`src/rtl/pipe_ctrl_if.sv`:
```
// Hazard/stall control bundle between the pipeline and pipe_ctrl.
// master drives pipeline status, slave is the controller.
interface pipe_ctrl_if #(
    parameter int MC_CNT_W = 6,
    parameter int STAT_W   = 16
);
    logic                id_reg1_read_i;
    logic [4:0]          id_reg1_addr_i;
    logic                id_reg2_read_i;
    logic [4:0]          id_reg2_addr_i;
    logic                ex_is_load_i;
    logic                ex_wreg_i;
    logic [4:0]          ex_wd_i;
    logic                mc_start_i;
    logic [MC_CNT_W-1:0] mc_cycles_i;
    logic                flush_i;
    logic [5:0]          stall_o;
    logic                load_use_o;
    logic                mc_busy_o;
    logic                mc_done_o;
    logic [STAT_W-1:0]   stall_cnt_o;

    modport master (
        output id_reg1_read_i, id_reg1_addr_i,
        output id_reg2_read_i, id_reg2_addr_i,
        output ex_is_load_i, ex_wreg_i, ex_wd_i,
        output mc_start_i, mc_cycles_i, flush_i,
        input  stall_o, load_use_o, mc_busy_o,
        input  mc_done_o, stall_cnt_o
    );

    modport slave (
        input  id_reg1_read_i, id_reg1_addr_i,
        input  id_reg2_read_i, id_reg2_addr_i,
        input  ex_is_load_i, ex_wreg_i, ex_wd_i,
        input  mc_start_i, mc_cycles_i, flush_i,
        output stall_o, load_use_o, mc_busy_o,
        output mc_done_o, stall_cnt_o
    );
endinterface

```
`src/rtl/pipe_ctrl.sv`:
```
// Pipeline stall controller: load-use detection, multi-cycle
// sequencer (IDLE/BUSY/DONE) and a saturating stall counter.
module pipe_ctrl #(
    parameter int MC_CNT_W = 6,
    parameter int STAT_W   = 16
) (
    input  logic      clk,
    input  logic      rst,
    pipe_ctrl_if.slave bus
);
    typedef enum logic [1:0] {
        S_IDLE,
        S_BUSY,
        S_DONE
    } state_t;

    state_t              state_q, state_d;
    logic [MC_CNT_W-1:0] cnt_q, cnt_d;
    logic                busy_q, busy_d;
    logic                done_q, done_d;
    logic [STAT_W-1:0]   stall_cnt_q, stall_cnt_d;

    logic       load_use;
    logic       start_ok;
    logic       ex_stall;
    logic [5:0] stall_raw;
    logic [5:0] stall;

    // Hazard detection and stall vector priority: flush > ex > load-use.
    always_comb begin
        load_use = bus.ex_is_load_i & bus.ex_wreg_i
                 & (bus.ex_wd_i != 5'd0)
                 & ((bus.id_reg1_read_i
                     & (bus.id_reg1_addr_i == bus.ex_wd_i))
                  | (bus.id_reg2_read_i
                     & (bus.id_reg2_addr_i == bus.ex_wd_i)));
        start_ok = (state_q == S_IDLE) & bus.mc_start_i
                 & (bus.mc_cycles_i != '0);
        ex_stall = start_ok | (state_q == S_BUSY);
        stall_raw = 6'b000000;
        if (bus.flush_i) begin
            stall_raw = 6'b000000;
        end else if (ex_stall) begin
            stall_raw = 6'b001111;
        end else if (load_use) begin
            stall_raw = 6'b000111;
        end
        stall = rst ? stall_raw : 6'b000000;
    end

    // Sequencer next state; a flush aborts any operation in flight.
    always_comb begin
        state_d = state_q;
        cnt_d   = cnt_q;
        if (bus.flush_i) begin
            state_d = S_IDLE;
            cnt_d   = '0;
        end else begin
            unique case (state_q)
                S_IDLE: begin
                    if (start_ok) begin
                        state_d = S_BUSY;
                        cnt_d   = bus.mc_cycles_i;
                    end
                end
                S_BUSY: begin
                    if (cnt_q == MC_CNT_W'(1)) begin
                        state_d = S_DONE;
                        cnt_d   = '0;
                    end else begin
                        cnt_d = cnt_q - MC_CNT_W'(1);
                    end
                end
                S_DONE: begin
                    state_d = S_IDLE;
                end
                default: begin
                    state_d = S_IDLE;
                    cnt_d   = '0;
                end
            endcase
        end
        busy_d = (state_d == S_BUSY);
        done_d = (state_d == S_DONE);
    end

    // Stall statistics saturate rather than wrap.
    always_comb begin
        stall_cnt_d = stall_cnt_q;
        if ((stall != 6'b000000) && (stall_cnt_q != '1)) begin
            stall_cnt_d = stall_cnt_q + STAT_W'(1);
        end
    end

    // State, counter and registered status flags.
    always_ff @(posedge clk) begin
        if (!rst) begin
            state_q     <= S_IDLE;
            cnt_q       <= '0;
            busy_q      <= 1'b0;
            done_q      <= 1'b0;
            stall_cnt_q <= '0;
        end else begin
            state_q     <= state_d;
            cnt_q       <= cnt_d;
            busy_q      <= busy_d;
            done_q      <= done_d;
            stall_cnt_q <= stall_cnt_d;
        end
    end

    // Outputs are held low while reset is asserted.
    always_comb begin
        bus.stall_o     = stall;
        bus.load_use_o  = rst & load_use;
        bus.mc_busy_o   = rst & busy_q;
        bus.mc_done_o   = rst & done_q;
        bus.stall_cnt_o = stall_cnt_q;
    end
endmodule

```
`src/flat_wrapper.sv`:
```
// flat-port wrapper written by rule: the top's interface ports become plain ports
module pipe_ctrl_flat 
#(
    parameter int MC_CNT_W = 6,
    parameter int STAT_W   = 16
)
  (clk, rst, bus_id_reg1_read_i, bus_id_reg1_addr_i, bus_id_reg2_read_i, bus_id_reg2_addr_i, bus_ex_is_load_i, bus_ex_wreg_i, bus_ex_wd_i, bus_mc_start_i, bus_mc_cycles_i, bus_flush_i, bus_stall_o, bus_load_use_o, bus_mc_busy_o, bus_mc_done_o, bus_stall_cnt_o);
  pipe_ctrl_if #(.MC_CNT_W(MC_CNT_W), .STAT_W(STAT_W)) bus_i ();
  input  logic clk;
  input  logic rst;
  input wire logic [$bits(bus_i.id_reg1_read_i)-1:0] bus_id_reg1_read_i;
  input wire logic [$bits(bus_i.id_reg1_addr_i)-1:0] bus_id_reg1_addr_i;
  input wire logic [$bits(bus_i.id_reg2_read_i)-1:0] bus_id_reg2_read_i;
  input wire logic [$bits(bus_i.id_reg2_addr_i)-1:0] bus_id_reg2_addr_i;
  input wire logic [$bits(bus_i.ex_is_load_i)-1:0] bus_ex_is_load_i;
  input wire logic [$bits(bus_i.ex_wreg_i)-1:0] bus_ex_wreg_i;
  input wire logic [$bits(bus_i.ex_wd_i)-1:0] bus_ex_wd_i;
  input wire logic [$bits(bus_i.mc_start_i)-1:0] bus_mc_start_i;
  input wire logic [$bits(bus_i.mc_cycles_i)-1:0] bus_mc_cycles_i;
  input wire logic [$bits(bus_i.flush_i)-1:0] bus_flush_i;
  output wire logic [$bits(bus_i.stall_o)-1:0] bus_stall_o;
  output wire logic [$bits(bus_i.load_use_o)-1:0] bus_load_use_o;
  output wire logic [$bits(bus_i.mc_busy_o)-1:0] bus_mc_busy_o;
  output wire logic [$bits(bus_i.mc_done_o)-1:0] bus_mc_done_o;
  output wire logic [$bits(bus_i.stall_cnt_o)-1:0] bus_stall_cnt_o;
  assign bus_i.id_reg1_read_i = bus_id_reg1_read_i;
  assign bus_i.id_reg1_addr_i = bus_id_reg1_addr_i;
  assign bus_i.id_reg2_read_i = bus_id_reg2_read_i;
  assign bus_i.id_reg2_addr_i = bus_id_reg2_addr_i;
  assign bus_i.ex_is_load_i = bus_ex_is_load_i;
  assign bus_i.ex_wreg_i = bus_ex_wreg_i;
  assign bus_i.ex_wd_i = bus_ex_wd_i;
  assign bus_i.mc_start_i = bus_mc_start_i;
  assign bus_i.mc_cycles_i = bus_mc_cycles_i;
  assign bus_i.flush_i = bus_flush_i;
  assign bus_stall_o = bus_i.stall_o;
  assign bus_load_use_o = bus_i.load_use_o;
  assign bus_mc_busy_o = bus_i.mc_busy_o;
  assign bus_mc_done_o = bus_i.mc_done_o;
  assign bus_stall_cnt_o = bus_i.stall_cnt_o;
  pipe_ctrl #(.MC_CNT_W(MC_CNT_W), .STAT_W(STAT_W)) u_core (.clk(clk), .rst(rst), .bus(bus_i));
endmodule
```
`config.mk`:
```
export PLATFORM = sky130hd
export DESIGN_NAME = pipe_ctrl_flat
export DESIGN_NICKNAME = d
export VERILOG_FILES = /design/src/rtl/pipe_ctrl_if.sv /design/src/rtl/pipe_ctrl.sv /design/src/flat_wrapper.sv
export SDC_FILE = /design/constraint.sdc
export NUM_CORES = 1
export LEC_CHECK = 0
export BUFFER_PORTS_ARGS = -buffer_cell sky130_fd_sc_hd__clkbuf_2
export CAP_MARGIN = 15
export CORE_ASPECT_RATIO = 0.7
export CORE_MARGIN = 2
export CORE_UTILIZATION = 53
export DETAILED_ROUTE_END_ITERATION = 6
export PLACE_DENSITY_LB_ADDON = 0.05
export SLEW_MARGIN = 20
export SYNTH_ARGS = -nofsm -noshare
export SYNTH_HDL_FRONTEND = slang
export SYNTH_SLANG_ARGS = --single-unit
```
`constraint.sdc`:
```
create_clock -name clk -period 3.2 [get_ports clk]
set_input_delay 0.32 -clock clk [delete_from_list [all_inputs] [get_ports clk]]
set_output_delay 0.32 -clock clk [all_outputs]
set_load 0.005 [all_outputs]
```
# Word level (Yosys, flattened, before mapping)
# Index checks and enable logic that the tools add are counted.
[totals]
reg_bits = 26
out_inout_bits = 25
word_cells = 48
[classes]
n_addsub = 2
eq_ne = 9
mux = 11
n_bitwise = 14
n_reduce_logical = 7
[ops]
columns = ["cell", "n"]
rows = [
  ["2-to-1 mux 6 bit", 5],
  ["one-hot mux 6 bit (3 select lines)", 1],
  ["adder 16 x 1 -> 16 bit, second input constant", 1],
  ["!= test 16 bit, second input constant", 1],
  ["nonzero test 6 bit", 2],
  ["bitwise AND 1 bit", 10],
  ["equality test 5 bit", 2],
  ["equality test 6 x 1 -> 1 bit, second input constant", 1],
  ["2-to-1 mux 2 bit", 3],
  ["subtractor 6 x 1 -> 6 bit, second input constant", 1],
  ["nonzero test 5 bit", 1],
  ["equality test 2 x 1 -> 1 bit, second input constant", 2],
  ["equality test 2 bit, second input constant", 2],
  ["one-hot mux 2 bit (2 select lines)", 1],
  ["2-to-1 mux 3 bit", 1],
  ["logical NOT 2 bit", 1],
  ["!= test 2 x 1 -> 1 bit, second input constant", 1],
  ["NOT 1 bit", 2],
  ["bitwise OR 1 bit", 2],
  ["AND reduction 2 bit", 1],
  ["OR reduction 2 bit", 1],
  ["logical AND 1 bit", 1],
]

# Longest topological paths before layout
# Gate-level depths: netlist of the first run.
[depth]
word_depth = 10
ltp_mapped = 9
ltp_nobuf = 7

# Worst setup path after synthesis of the first run
# Ideal clock, no wire load.
[synth_timing]
path_kind = "input to register"
startpoint = "input bus_ex_wd_i[3]"
endpoint = "register u_core.stall_cnt_q[11], in the netlist u_core.bus.stall_cnt_o[11]"
setup_ns = 0.070
t_arrival_ns = 1.937
slack_ns = 1.192
path_stages = 7
path_buffers = 1
path_cell_list = "xor2_1 -> nor4_2 -> a32oi_1 -> o31a_1 -> buf_6 -> or4_1 -> a21oi_1"
[synth_via]
elab_chain_len = 10
elab_cells_between_ends = 14
classes_between = "2 x eq/ne; 4 x mux; 5 x bitwise; 3 x reduce/logical"
[synth_rtl]
columns = ["element", "line_no", "rtl"]
rows = [
  ["from (decl)", "flat_wrapper.sv:17", "input wire logic [$bits(bus_i.ex_wd_i)-1:0] bus_ex_wd_i;"],
  ["equality test 5 bit, on equally long branches", "pipe_ctrl.sv:34, pipe_ctrl.sv:36", ""],
  ["bitwise AND 1 bit, on equally long branches", "pipe_ctrl.sv:34, pipe_ctrl.sv:36", ""],
  ["bitwise OR 1 bit", "pipe_ctrl.sv:35", "| (bus.id_reg2_read_i"],
  ["bitwise AND 1 bit *", "pipe_ctrl.sv:33", "& ((bus.id_reg1_read_i"],
  ["2-to-1 mux 3 bit *", "pipe_ctrl.sv:45", "end else if (load_use) begin"],
  ["2-to-1 mux 6 bit *", "pipe_ctrl.sv:43", "end else if (ex_stall) begin"],
  ["2-to-1 mux 6 bit *", "pipe_ctrl.sv:41", "if (bus.flush_i) begin"],
  ["2-to-1 mux 6 bit *", "pipe_ctrl.sv:48", "stall = rst ? stall_raw : 6'b000000;"],
  ["nonzero test 6 bit *", "pipe_ctrl.sv:90", "if ((stall != 6'b000000) && (stall_cnt_q != '1)) begin"],
  ["logical AND 1 bit *", "pipe_ctrl.sv:90", ""],
  ["to (signal assigned)", "pipe_ctrl.sv:108", "stall_cnt_q <= stall_cnt_d;"],
  ["to (decl)", "pipe_ctrl.sv:21", "logic [STAT_W-1:0] stall_cnt_q, stall_cnt_d;"],
]
# Mark *: on every way between the ends. The rest lies on a longest branch, timed or not.
# A chain may end at the register's enable or synchronous reset.

# Worst setup path after layout of the first run
[layout_timing]
startpoint = "register u_core.state_q[0]"
endpoint = "output bus_stall_o[0]"
[layout_via]
elab_chain_len = 7
elab_cells_between_ends = 8
classes_between = "1 x eq/ne; 3 x mux; 3 x bitwise; 1 x reduce/logical"
[layout_rtl]
columns = ["element", "line_no", "rtl"]
rows = [
  ["from (decl)", "pipe_ctrl.sv:17", "state_t state_q, state_d;"],
  ["from (signal assigned)", "pipe_ctrl.sv:104", "state_q <= state_d;"],
  ["logical NOT 2 bit", "pipe_ctrl.sv:37", "start_ok = (state_q == S_IDLE) & bus.mc_start_i"],
  ["bitwise AND 1 bit", "pipe_ctrl.sv:37", ""],
  ["bitwise AND 1 bit", "pipe_ctrl.sv:38", "& (bus.mc_cycles_i != '0);"],
  ["bitwise OR 1 bit *", "pipe_ctrl.sv:39", "ex_stall = start_ok | (state_q == S_BUSY);"],
  ["2-to-1 mux 6 bit *", "pipe_ctrl.sv:43", ""],
  ["2-to-1 mux 6 bit *", "pipe_ctrl.sv:41", ""],
  ["2-to-1 mux 6 bit *", "pipe_ctrl.sv:48", ""],
  ["to (decl)", "flat_wrapper.sv:21", "output wire logic [$bits(bus_i.stall_o)-1:0] bus_stall_o;"],
]
# Marks and branches as above.

==> results.toml, run 1 <==
[run_status]
status = "finished clean"

[layout]
area_growth_pct = 18.7
layout.nets = 272
stdcell_area_um2 = 1840
fin_util_pct = 66.0
drive_above_1_share_pct = 24.7
final_cells = 275
n_fill_cell = 250
diodes = 0

[critical_path]
crit_required_ps = 2880
worstSetupStartpointType = "register"
arrival_ps = 2180
r2r-end = "u_core.bus.stall_cnt_o[11]"
crit_fanout = 23
slowest_delay_ps = 660
r2r_slack_ps = 840
worstSetupEndpointType = "primary output"
path_cells = "nor3_1 -> a211oi_1 -> nand2_1 -> o31a_1 -> inv_2 -> clkbuf_2"
reg2reg_depth = 6
worstReg2RegStart = "u_core.state_q[0]"
worstSetupPathType = "register to primary output"
cp_slowest_cell = "o31a_1"
path_buf_inv = 2
critPathTopFamily = "compound AO/OA/AOI/OAI gates"

[floorplanning]
die_area_um2 = 3370
rows = 16
die_y_um = 49.2
start_util_pct = 55.6
die_x_um = 68.6
core_um2 = 2780
io_pins = 54

[route]
drc = 0
via_count = 1572
firstDrtPassIters = 4
drtIter0Drc = 51
routedWlPerCell_um = 13.7
drtAntennaViolNets = 0
routed_wl_um = 3780
viasPerCell = 5.72

[synthesis]
yosysTopAreaCell = "dfxtp_1"
synth_area_leaders = "dfxtp_1 (34%), a21oi_1 (5.2%), xor2_1 (5.1%)"
syn_inst = 195
avgSynthCellArea_um2 = 7.93
synth_warnings = 0
synth.distinct_cells = 43
synth_top_area_share_pct = 33.7
syn_area_um2 = 1550
synth-main-ff-cell = "dfxtp_1"
ys_seq_area_share_pct = 33.7
synth_edf_count = 0
synth-seq-cells = 26
async_flop_share_pct = 0

[timing]
period_share_pct = 78.2
setup_violations = 0
drv_slew = 0
fin_setup_tns_ps = 0
clock_skew_ps = 2.34
worst_pin_slew_ps = 767
slew_headroom_pct = 48.9
fin_crit_ps = 2500
rsz0062_at_grt = "false"
finalHoldViolations = 0
fmax_ghz = 0.400

[place]
portBuffers = 51
gp_congestion = 0.925
postPlaceCellArea_um2 = 1780
dp_cells = 271
dp_hpwl_um = 2880

[clocking]
cts_tree = "yes"
cts_resized = 0
cts.sinks = 26
clockBufferDepth = 2
cts_setup_buffers = 0
hold_buffers = 0
cts_root_buf = "clkbuf_8"
cts_buffers = 3
htree_levels = 1
clk_pin_slew_ps = 90
worstSkewPairLatency_ps = 270

[pwr]
peakVddDrop_mv = 0.217
powerDensity_nw_per_um2 = 350
power.total_mw = 0.642
power_leakage_nw = 0.773

[global_route]
grt.overflow.total = 0
grt_util_all_layers_pct = 23.2
grt_pass1_wl_um = 5980
grt_pass1_vias = 1382
antenna_found_initial = 0
grt_max_degree = 24

[flow_run]
drv_cap = 0

[min_path]
hold_depth = 4
worst_hold_path.endpoint = "u_core.cnt_q[2]"
hold_start = "bus_mc_cycles_i[2]"
hp-class = "primary input to register"
## where the power goes
part	internal, mW	total, mW	leakage (nW)	switching (mW)
logic	0.0406	0.0940	0.534	0.0534
registers	0.329	0.334	0.210	0.00559
clock network	0.110	0.214	0.0288	0.104
total	0.479	0.642	0.773	0.162
## synthesized netlist by cell type (2+ instances only)
cell,number
o31ai_1,7
a22oi_1,2
nor3_1,9
inv_1,6
or4_1,6
nand3b_1,2
and3_1,2
dfxtp_1,26
xnor2_1,2
buf_2,2
buf_4,4
o21ai_0,7
mux2i_1,7
ha_1,3
clkbuf_1,5
a32oi_1,3
nor2_1,14
nand2_1,19
or2_2,2
xor2_1,9
or3_1,3
nand4_1,2
nand2b_1,4
and4_1,3
a21oi_1,16
nor4_1,3
and2_1,2
nand3_1,10
## logic make-up (layout without fill, tap and decap cells)
logic type	after synthesis	after routing	share of synthesized area (%)
AND/OR/NAND/NOR	85	85	29.2
AO/OA/AOI/OAI	42	42	17.2
flip-flops	26	26	33.7
buffers and inverters	20	63	6.47
XOR/XNOR	11	11	6.23
multiplexers	7	7	4.53
adder cells (fa/ha/maj)	3	3	2.43
other	1	2	0.242
## metal layers
| layer | global-route usage [%] | wire [um] | vias up |
|---|---|---|---|
| met5 | 0 | 0 | - |
| li1 | - | - | 791 |
| met1 | 33.0 | 1800 | 714 |
| met3 | 6.00 | 329 | 2 |
| met4 | 3.00 | 13 | 0 |
| met2 | 36.2 | 1640 | 65 |
## flip-flops by register name (all words and copies together), names as in the netlist
| register | cells |
|---|---|
| u_core.bus.stall_cnt_o | 16 |
| u_core.state_q | 2 |
| u_core.busy_q | 1 |
| u_core.done_q | 1 |
| u_core.cnt_q | 6 |
## worst max path at each step
stage                                            end  depth (start not counted)               start  slack [ps]
after floorplan           u_core.bus.stall_cnt_o[11]                          7      bus_ex_wd_i[3]        1190
after global placement                bus_stall_o[2]                          7      bus_ex_wd_i[1]         840
after detailed placement              bus_stall_o[0]                          7  bus_mc_cycles_i[1]         740
after CTS                             bus_stall_o[0]                          6   u_core.state_q[0]         710
after global routing                  bus_stall_o[1]                          6   u_core.state_q[0]         480
final                                 bus_stall_o[0]                          6   u_core.state_q[0]         700
## cell usage in the layout, fill, tap and decap left out, types with 2 or more instances in the layout
cell,count
or4_1,6
nand2b_1,4
clkbuf_2,51
nand2_1,19
o31ai_1,7
inv_1,6
nor3_1,9
and3_1,2
xnor2_1,2
or2_2,2
o21ai_0,7
nor2_1,14
conb_1,2
a22oi_1,2
nand3_1,10
and4_1,3
nand3b_1,2
or3_1,3
xor2_1,9
nor4_1,3
mux2i_1,7
clkbuf_8,4
and2_1,2
a21oi_1,16
a32oi_1,3
dfxtp_1,26
nand4_1,2
ha_1,3
## worst min-delay path, delay by kind of cell
kind                   cells  cell delay (ps)
AOI/OAI and AO/OA          2              150
buffers and inverters      1               90
and+or+nand+nor            1               50
## per-stage QoR
stage / setup WS [ps] / hold WS (ps)
after floorplan: 1190 / 453
after global placement: 839 / 468
after detailed placement: 740 / 470
after CTS: 712 / 383
after global routing: 476 / 410
final: 699 / 380
## area by class of cell
| cell class | instances | area (um2) | share of cell area (%) |
|---|---|---|---|
| Timing Repair Buffer | 51 | 255 | 13.9 |
| Multi-Input combinational cell | 150 | 930 | 50.6 |
| Sequential cell | 26 | 520 | 28.4 |
| Tap cell | 36 | 45.0 | 2.45 |
| Inverter | 8 | 30.0 | 1.64 |
| Clock buffer | 4 | 55.1 | 3.00 |
No activity file was read; power rests on OpenSTA's default activity.
==> run 2, diff against run 1 <==
--- a/config.mk
+++ b/config.mk
@@ -5,11 +5,12 @@
 export SDC_FILE = /design/constraint.sdc
 export NUM_CORES = 1
 export LEC_CHECK = 0
+export ABC_AREA = 1
 export BUFFER_PORTS_ARGS = -buffer_cell sky130_fd_sc_hd__clkbuf_2
 export CAP_MARGIN = 15
 export CORE_ASPECT_RATIO = 0.7
 export CORE_MARGIN = 2
-export CORE_UTILIZATION = 53
+export CORE_UTILIZATION = 51
 export DETAILED_ROUTE_END_ITERATION = 6
 export PLACE_DENSITY_LB_ADDON = 0.05
 export SLEW_MARGIN = 20
==> constraint.sdc (replaced) <==
create_clock -name clk -period 2.32 [get_ports clk]
set_input_delay 0.232 -clock clk [delete_from_list [all_inputs] [get_ports clk]]
set_output_delay 0.232 -clock clk [all_outputs]
set_load 0.005 [all_outputs]
==> run 2 against run 1 <==
- routed wire length up 6.3%
- setup slack worse by 330 ps
- synthesized cell count up 39%
- clock power up 75%
- total power up 54%
- combinational power up 62%
- critical path depth unchanged
- critical path type unchanged
==> results.toml, run 2 <==
[critical_path]
r2r-end = "u_core.bus.stall_cnt_o[1]"
r2r_slack_ps = 470
crit_required_ps = 2090
reg2reg_depth = 8
worst-path-stages = 6
cpMostUsedCell = "nand2_1"
crit_fanout = 21
crit_start = "u_core.state_q[0]"
path_buf_inv = 1
path_cells = "nor2_1 -> nand3_1 -> nand2_1 -> nand2_1 -> nand2_4 -> clkbuf_2"
worstSetupEndpointType = "primary output"
worstReg2RegStart = "u_core.bus.stall_cnt_o[0]"
cp_slowest_cell = "dfxtp_1"
critPathTopFamily = "simple AND/OR/NAND/NOR gates"
worstSetupPathType = "register to primary output"
worstSetupStartpointType = "register"
slowest_delay_ps = 320
arrival_ps = 1720
critical_path.endpoint = "bus_stall_o[2]"

[global_route]
grt.overflow.total = 0
antenna_found_initial = 0
grt_pass1_vias = 1558
grt_util_all_layers_pct = 23.1
grt_pass1_wl_um = 7050
grt_max_degree = 22

[pwr]
power_leakage_nw = 1.03
powerDensity_nw_per_um2 = 468
peakVddDrop_mv = 0.377

[synthesis]
syn_area_um2 = 1770
synth-seq-cells = 26
yosysMostFrequentCell = "nand2_1"
synth_area_leaders = "dfxtp_1 (29%), nand2_1 (16%), nand3_1 (8.2%)"
async_flop_share_pct = 0
muxShareOfSynthArea_pct = 0
synth-main-ff-cell = "dfxtp_1"
avgSynthCellArea_um2 = 6.50
synth_warnings = 0
ys_seq_area_share_pct = 29.5
syn_inst = 272
synth_top_family_by_area = "simple AND/OR/NAND/NOR gates"
synth.distinct_cells = 28
synth_simple_gate_area_share_pct = 36.9
synth_commonest_cells = "nand2_1 (75), nor2_1 (31), inv_1 (30)"
synth_edf_count = 0
synth_fa_ha_area_share_pct = 2.12
yosysTopAreaCell = "dfxtp_1"
yosys.area_share.xor_xnor_pct = 7.93
synth_top_area_share_pct = 29.5
synth-compound-area-share_pct = 11.8

[layout]
fin_util_pct = 65.2
stdcell_area_um2 = 2110
layout_commonest_cell = "nand2_1"
largest_reg_flops = 16
area_growth_pct = 19.3
layout.nets = 355
final_cell_mix = "nand2_1 (75), clkbuf_2 (51), nor2_1 (31)"
n_fill_cell = 327
seq_area_um2 = 520
diodes = 0
multi_input_area_um2 = 1040
drive_above_1_share_pct = 23.9

[route]
firstDrtPassIters = 4
drtIter0Drc = 116
via_count = 1771
routedWlPerCell_um = 10.9
routed_wl_um = 4010
drc = 0
drtAntennaViolNets = 0
viasPerCell = 4.80

[clocking]
cts_resized = 0
cts_root_buf = "clkbuf_8"
hold_buffers = 0
cts_tree = "yes"
clockBufferDepth = 2
cts_buffers = 3
htree_levels = 1
cts.sinks = 26
worstSkewPairLatency_ps = 270
cts_setup_buffers = 0
clk_pin_slew_ps = 90

[min_path]
hp-class = "primary input to register"

[floorplanning]
die_area_um2 = 3960
core_um2 = 3230
die_y_um = 53.2
start_util_pct = 54.6
die_x_um = 74.3
rows = 17
io_pins = 54

[place]
dp_hpwl_um = 3160
postPlaceCellArea_um2 = 2040
post-place-ws_ps = 513
portBuffers = 51
gp_congestion = 0.891

[run_status]
status = "finished clean"

[timing]
rsz0062_at_grt = "false"
fin_setup_tns_ps = 0
fmax_ghz = 0.513
setup_violations = 0
finalHoldViolations = 0
layout_setup_ws_ps = 369
fin_crit_ps = 1950
hold_ws_ps = 213
period_share_pct = 84.1
drv_slew = 0
clock_skew_ps = 3.79

[flow_run]
drv_cap = 0
[run 2: tightest hold or removal path: cells and delay by family]
| family | cells | cell delay (ps) |
|---|---|---|
| and+or+nand+nor | 2 | 100 |
| buffers and inverters | 1 | 120 |
[run 2: area by class of cell]
| type | instances | share of cell area, % |
|---|---|---|
| clock buffers | 3 | 1.96 |
| clock inverters | 1 | 1.42 |
| inverters | 36 | 6.41 |
| multi-input cells | 202 | 49.6 |
| flip-flops and latches | 26 | 24.7 |
| well taps | 47 | 2.79 |
| repair buffers | 54 | 13.2 |
[run 2: through the flow]
| step | total power, mW | instances |
|---|---|---|
| 2_1_floorplan | 0.575 | 273 |
| 3_3_place_gp | 0.621 | 365 |
| 3_5_place_dp | 0.622 | 365 |
| 4_1_cts | 0.996 | 369 |
| 5_1_grt | 1.04 | 369 |
| 6_report | 0.988 | 369 |
[run 2: worst min path at each step]
stage / startpoint / endpoint / slack, ps / depth (start not counted)
floorplan: rst / u_core.bus.stall_cnt_o[12] / 350 / 2
global placement: u_core.cnt_q[5] / u_core.cnt_q[5] / 470 / 2
detailed placement: u_core.cnt_q[5] / u_core.cnt_q[5] / 480 / 2
CTS: rst / u_core.bus.stall_cnt_o[12] / 210 / 3
global route: rst / u_core.bus.stall_cnt_o[12] / 220 / 3
finish: rst / u_core.bus.stall_cnt_o[12] / 210 / 3
[run 2: layer usage]
metal,track usage (%),vias up,share of wire [%]
met4,2.68,0,0.45
met2,34.8,59,39
met3,4.57,2,7.2
met1,34.8,751,54
li1,-,959,-
met5,0,-,0
[run 2: cell families after synthesis]
logic type               Yosys count
XOR/XNOR                          16
buffers and inverters             45
adder cells (fa/ha/maj)            3
AO/OA/AOI/OAI                     32
other                              1
flip-flops                        26
AND/OR/NAND/NOR                  149
[run 2: power breakdown]
| group | internal (mW) | switching (mW) | total, mW |
|---|---|---|---|
| registers | 0.454 | 0.00661 | 0.461 |
| logic | 0.0587 | 0.0931 | 0.152 |
| clock network | 0.231 | 0.144 | 0.375 |
==> run 3, diff against run 2 <==
--- a/config.mk
+++ b/config.mk
@@ -5,12 +5,12 @@
 export SDC_FILE = /design/constraint.sdc
 export NUM_CORES = 1
 export LEC_CHECK = 0
-export ABC_AREA = 1
+export ABC_AREA = 0
 export BUFFER_PORTS_ARGS = -buffer_cell sky130_fd_sc_hd__clkbuf_2
 export CAP_MARGIN = 15
 export CORE_ASPECT_RATIO = 0.7
 export CORE_MARGIN = 2
-export CORE_UTILIZATION = 51
+export CORE_UTILIZATION = 49
 export DETAILED_ROUTE_END_ITERATION = 6
 export PLACE_DENSITY_LB_ADDON = 0.05
 export SLEW_MARGIN = 20
==> constraint.sdc (replaced) <==
create_clock -name clk -period 1.9 [get_ports clk]
set_input_delay 0.19 -clock clk [delete_from_list [all_inputs] [get_ports clk]]
set_output_delay 0.19 -clock clk [all_outputs]
set_load 0.005 [all_outputs]
==> run 3 against run 2 <==
- total power is 14% higher
- register-to-register slack worse by 370 ps
- first-iteration DRC count is 54% higher
- clock skew is 1.3 ps lower
- worst hold slack better by 50 ps
- cell area is 3.9% higher
- setup slack worse by 290 ps
- die area is 8.3% lower
- critical path depth is 1 higher
- flip-flop and latch count stayed put
- largest cell class unchanged
- highest routed layer unchanged
==> results.toml, run 3 (synthesized netlist as in run 1, its figures left out) <==
[route]
routedWlPerCell_um = 14.6
drtAntennaViolNets = 0
drtIter0Drc = 179
viasPerCell = 5.71
via_count = 1792
firstDrtPassIters = 4
drc = 0
routed_wl_um = 4600

[critical_path]
worstSetupPathType = "primary input to register"
worstSetupStartpointType = "primary input"
slowest_delay_ps = 520
crit_required_ps = 2100
arrival_ps = 2020
cp_slowest_cell = "or4_1"
path_cells = "clkbuf_2 -> xor2_1 -> nor4_2 -> a32oi_2 -> o31a_4 -> or4_1 -> a21oi_1"
crit_fanout = 9
worstSetupEndpointType = "register"

[timing]
fmax_ghz = 0.549
setup_violations = 0
finalHoldViolations = 0
period_share_pct = 96.0
worst_pin_slew_ps = 523
drv_slew = 0
slew_headroom_pct = 64.9
clock_skew_ps = 2.50
fin_setup_tns_ps = 0
fin_crit_ps = 1820

[pwr]
comb_power_share_pct = 18.3
p_sw_mw = 0.289
power_leakage_nw = 0.981
power.total_mw = 1.13
p_seq_share_pct = 49.9
powerDensity_nw_per_um2 = 514
p_clk_share_pct = 31.8
p_sw_share_pct = 25.6
peakVddDrop_mv = 0.463
internal_power_mw = 0.837

[clocking]
clockBufferDepth = 2
cts_buffers = 3
htree_levels = 1
cts_root_buf = "clkbuf_8"
clk_pin_slew_ps = 90
cts.sinks = 26
worstSkewPairLatency_ps = 270
cts_tree = "yes"

[global_route]
grt_max_degree = 19
antenna_found_initial = 0
gr-usage-met1_pct = 36.9
met3_usage_pct = 4.73
grt_util_all_layers_pct = 24.9
grt.overflow.total = 0
busiest_layer = "met2"
grt_pass1_wl_um = 7110
use_met2_pct = 37.2
grt_pass1_vias = 1530

[layout]
layout_commonest_cell = "clkbuf_2"
final_cell_mix = "clkbuf_2 (51), buf_4 (34), dfxtp_1 (26)"
drive_above_1_share_pct = 40.2
stdcell_area_um2 = 2190
final_cells = 314
area_growth_pct = 41.7
diodes = 0
layout.nets = 309
fin_util_pct = 71.0
largest_reg_flops = 16

[min_path]
hp-class = "primary input to register"

[place]
dp_cells = 306
dp_hpwl_um = 3380
portBuffers = 51
postPlaceCellArea_um2 = 2040
gp_congestion = 0.852

[floorplanning]
die_x_um = 71.1
rows = 17
io_pins = 54
die_y_um = 51
die_area_um2 = 3630
start_util_pct = 50.1
core_um2 = 3080

[run_status]
status = "finished clean"

[flow_run]
drv_cap = 0
[run 3: cell types whose count changed in the layout (fill, tap and decap cells not counted), moves of 5 or more]
cell     previous run  this run
a21oi_2            10         2
inv_2               6         1
buf_4               3        34
or4_1               0         5
nand3_1            29         9
nor3_1              4         9
nand2_1            75        18
mux2i_1             0         7
o31ai_1             0         6
nor2_1             31        13
inv_1              30         6
[run 3: through the flow]
step	hold WS [ps]	setup WS, ps
floorplan	345	7.73
CTS	253	1.72
global placement	466	-231
finish	263	76.9
detailed placement	483	-375
global route	279	-21.6
[run 3: critical path: cells and delay by family]
family | cells | cell delay [ps]
xor+xnor | 1 | 170
simple gates | 2 | 810
compound gates | 3 | 730
buf+inv | 1 | 110
[run 3: final timing paths]
kind	startpoint	endpoint	slack (ps)	cells after the start
max	bus_ex_wd_i[2]	u_core.bus.stall_cnt_o[11]	80	7
min	bus_mc_cycles_i[2]	u_core.cnt_q[2]	260	4
max reg2reg	u_core.bus.stall_cnt_o[9]	u_core.bus.stall_cnt_o[11]	100	6
min reg2reg	u_core.bus.stall_cnt_o[14]	u_core.bus.stall_cnt_o[14]	500	2
[run 3: timing repair]
action | in CTS | in global routing
pin swaps | 1 | 3
setup endpoints to repair | 15 | 12
hold endpoints to repair | 0 | 0
hold buffers | 0 | 0
gates resized for setup | 3 | 15
setup buffers | 0 | 1
gates cloned | 0 | 3
[run 3: power groups by stage]
stage                     clock network [mW]  registers, mW  logic [mW]
after CTS                              0.373          0.561       0.194
after detailed placement                   0          0.574       0.193
after global routing                   0.393          0.563       0.226
final                                  0.358          0.561       0.206
after floorplan                            0          0.572       0.105
after global placement                     0          0.573       0.187
[run 3: per-layer routing]
layer  routed length, um  share of wire (%)
met1                2220                 48
met2                1960                 43
met3                 352                7.7
met4                  61                1.3
met5                   0                  0
[run 3: cell type report]
| cell class | count | area, um2 |
|---|---|---|
| sequential | 26 | 520 |
| inverter | 8 | 30.0 |
| fill | 259 | 893 |
| tap | 38 | 47.5 |
| timing repair buffer | 85 | 510 |
| clock buffer | 4 | 55.1 |
| multi-input combinational | 153 | 1030 |
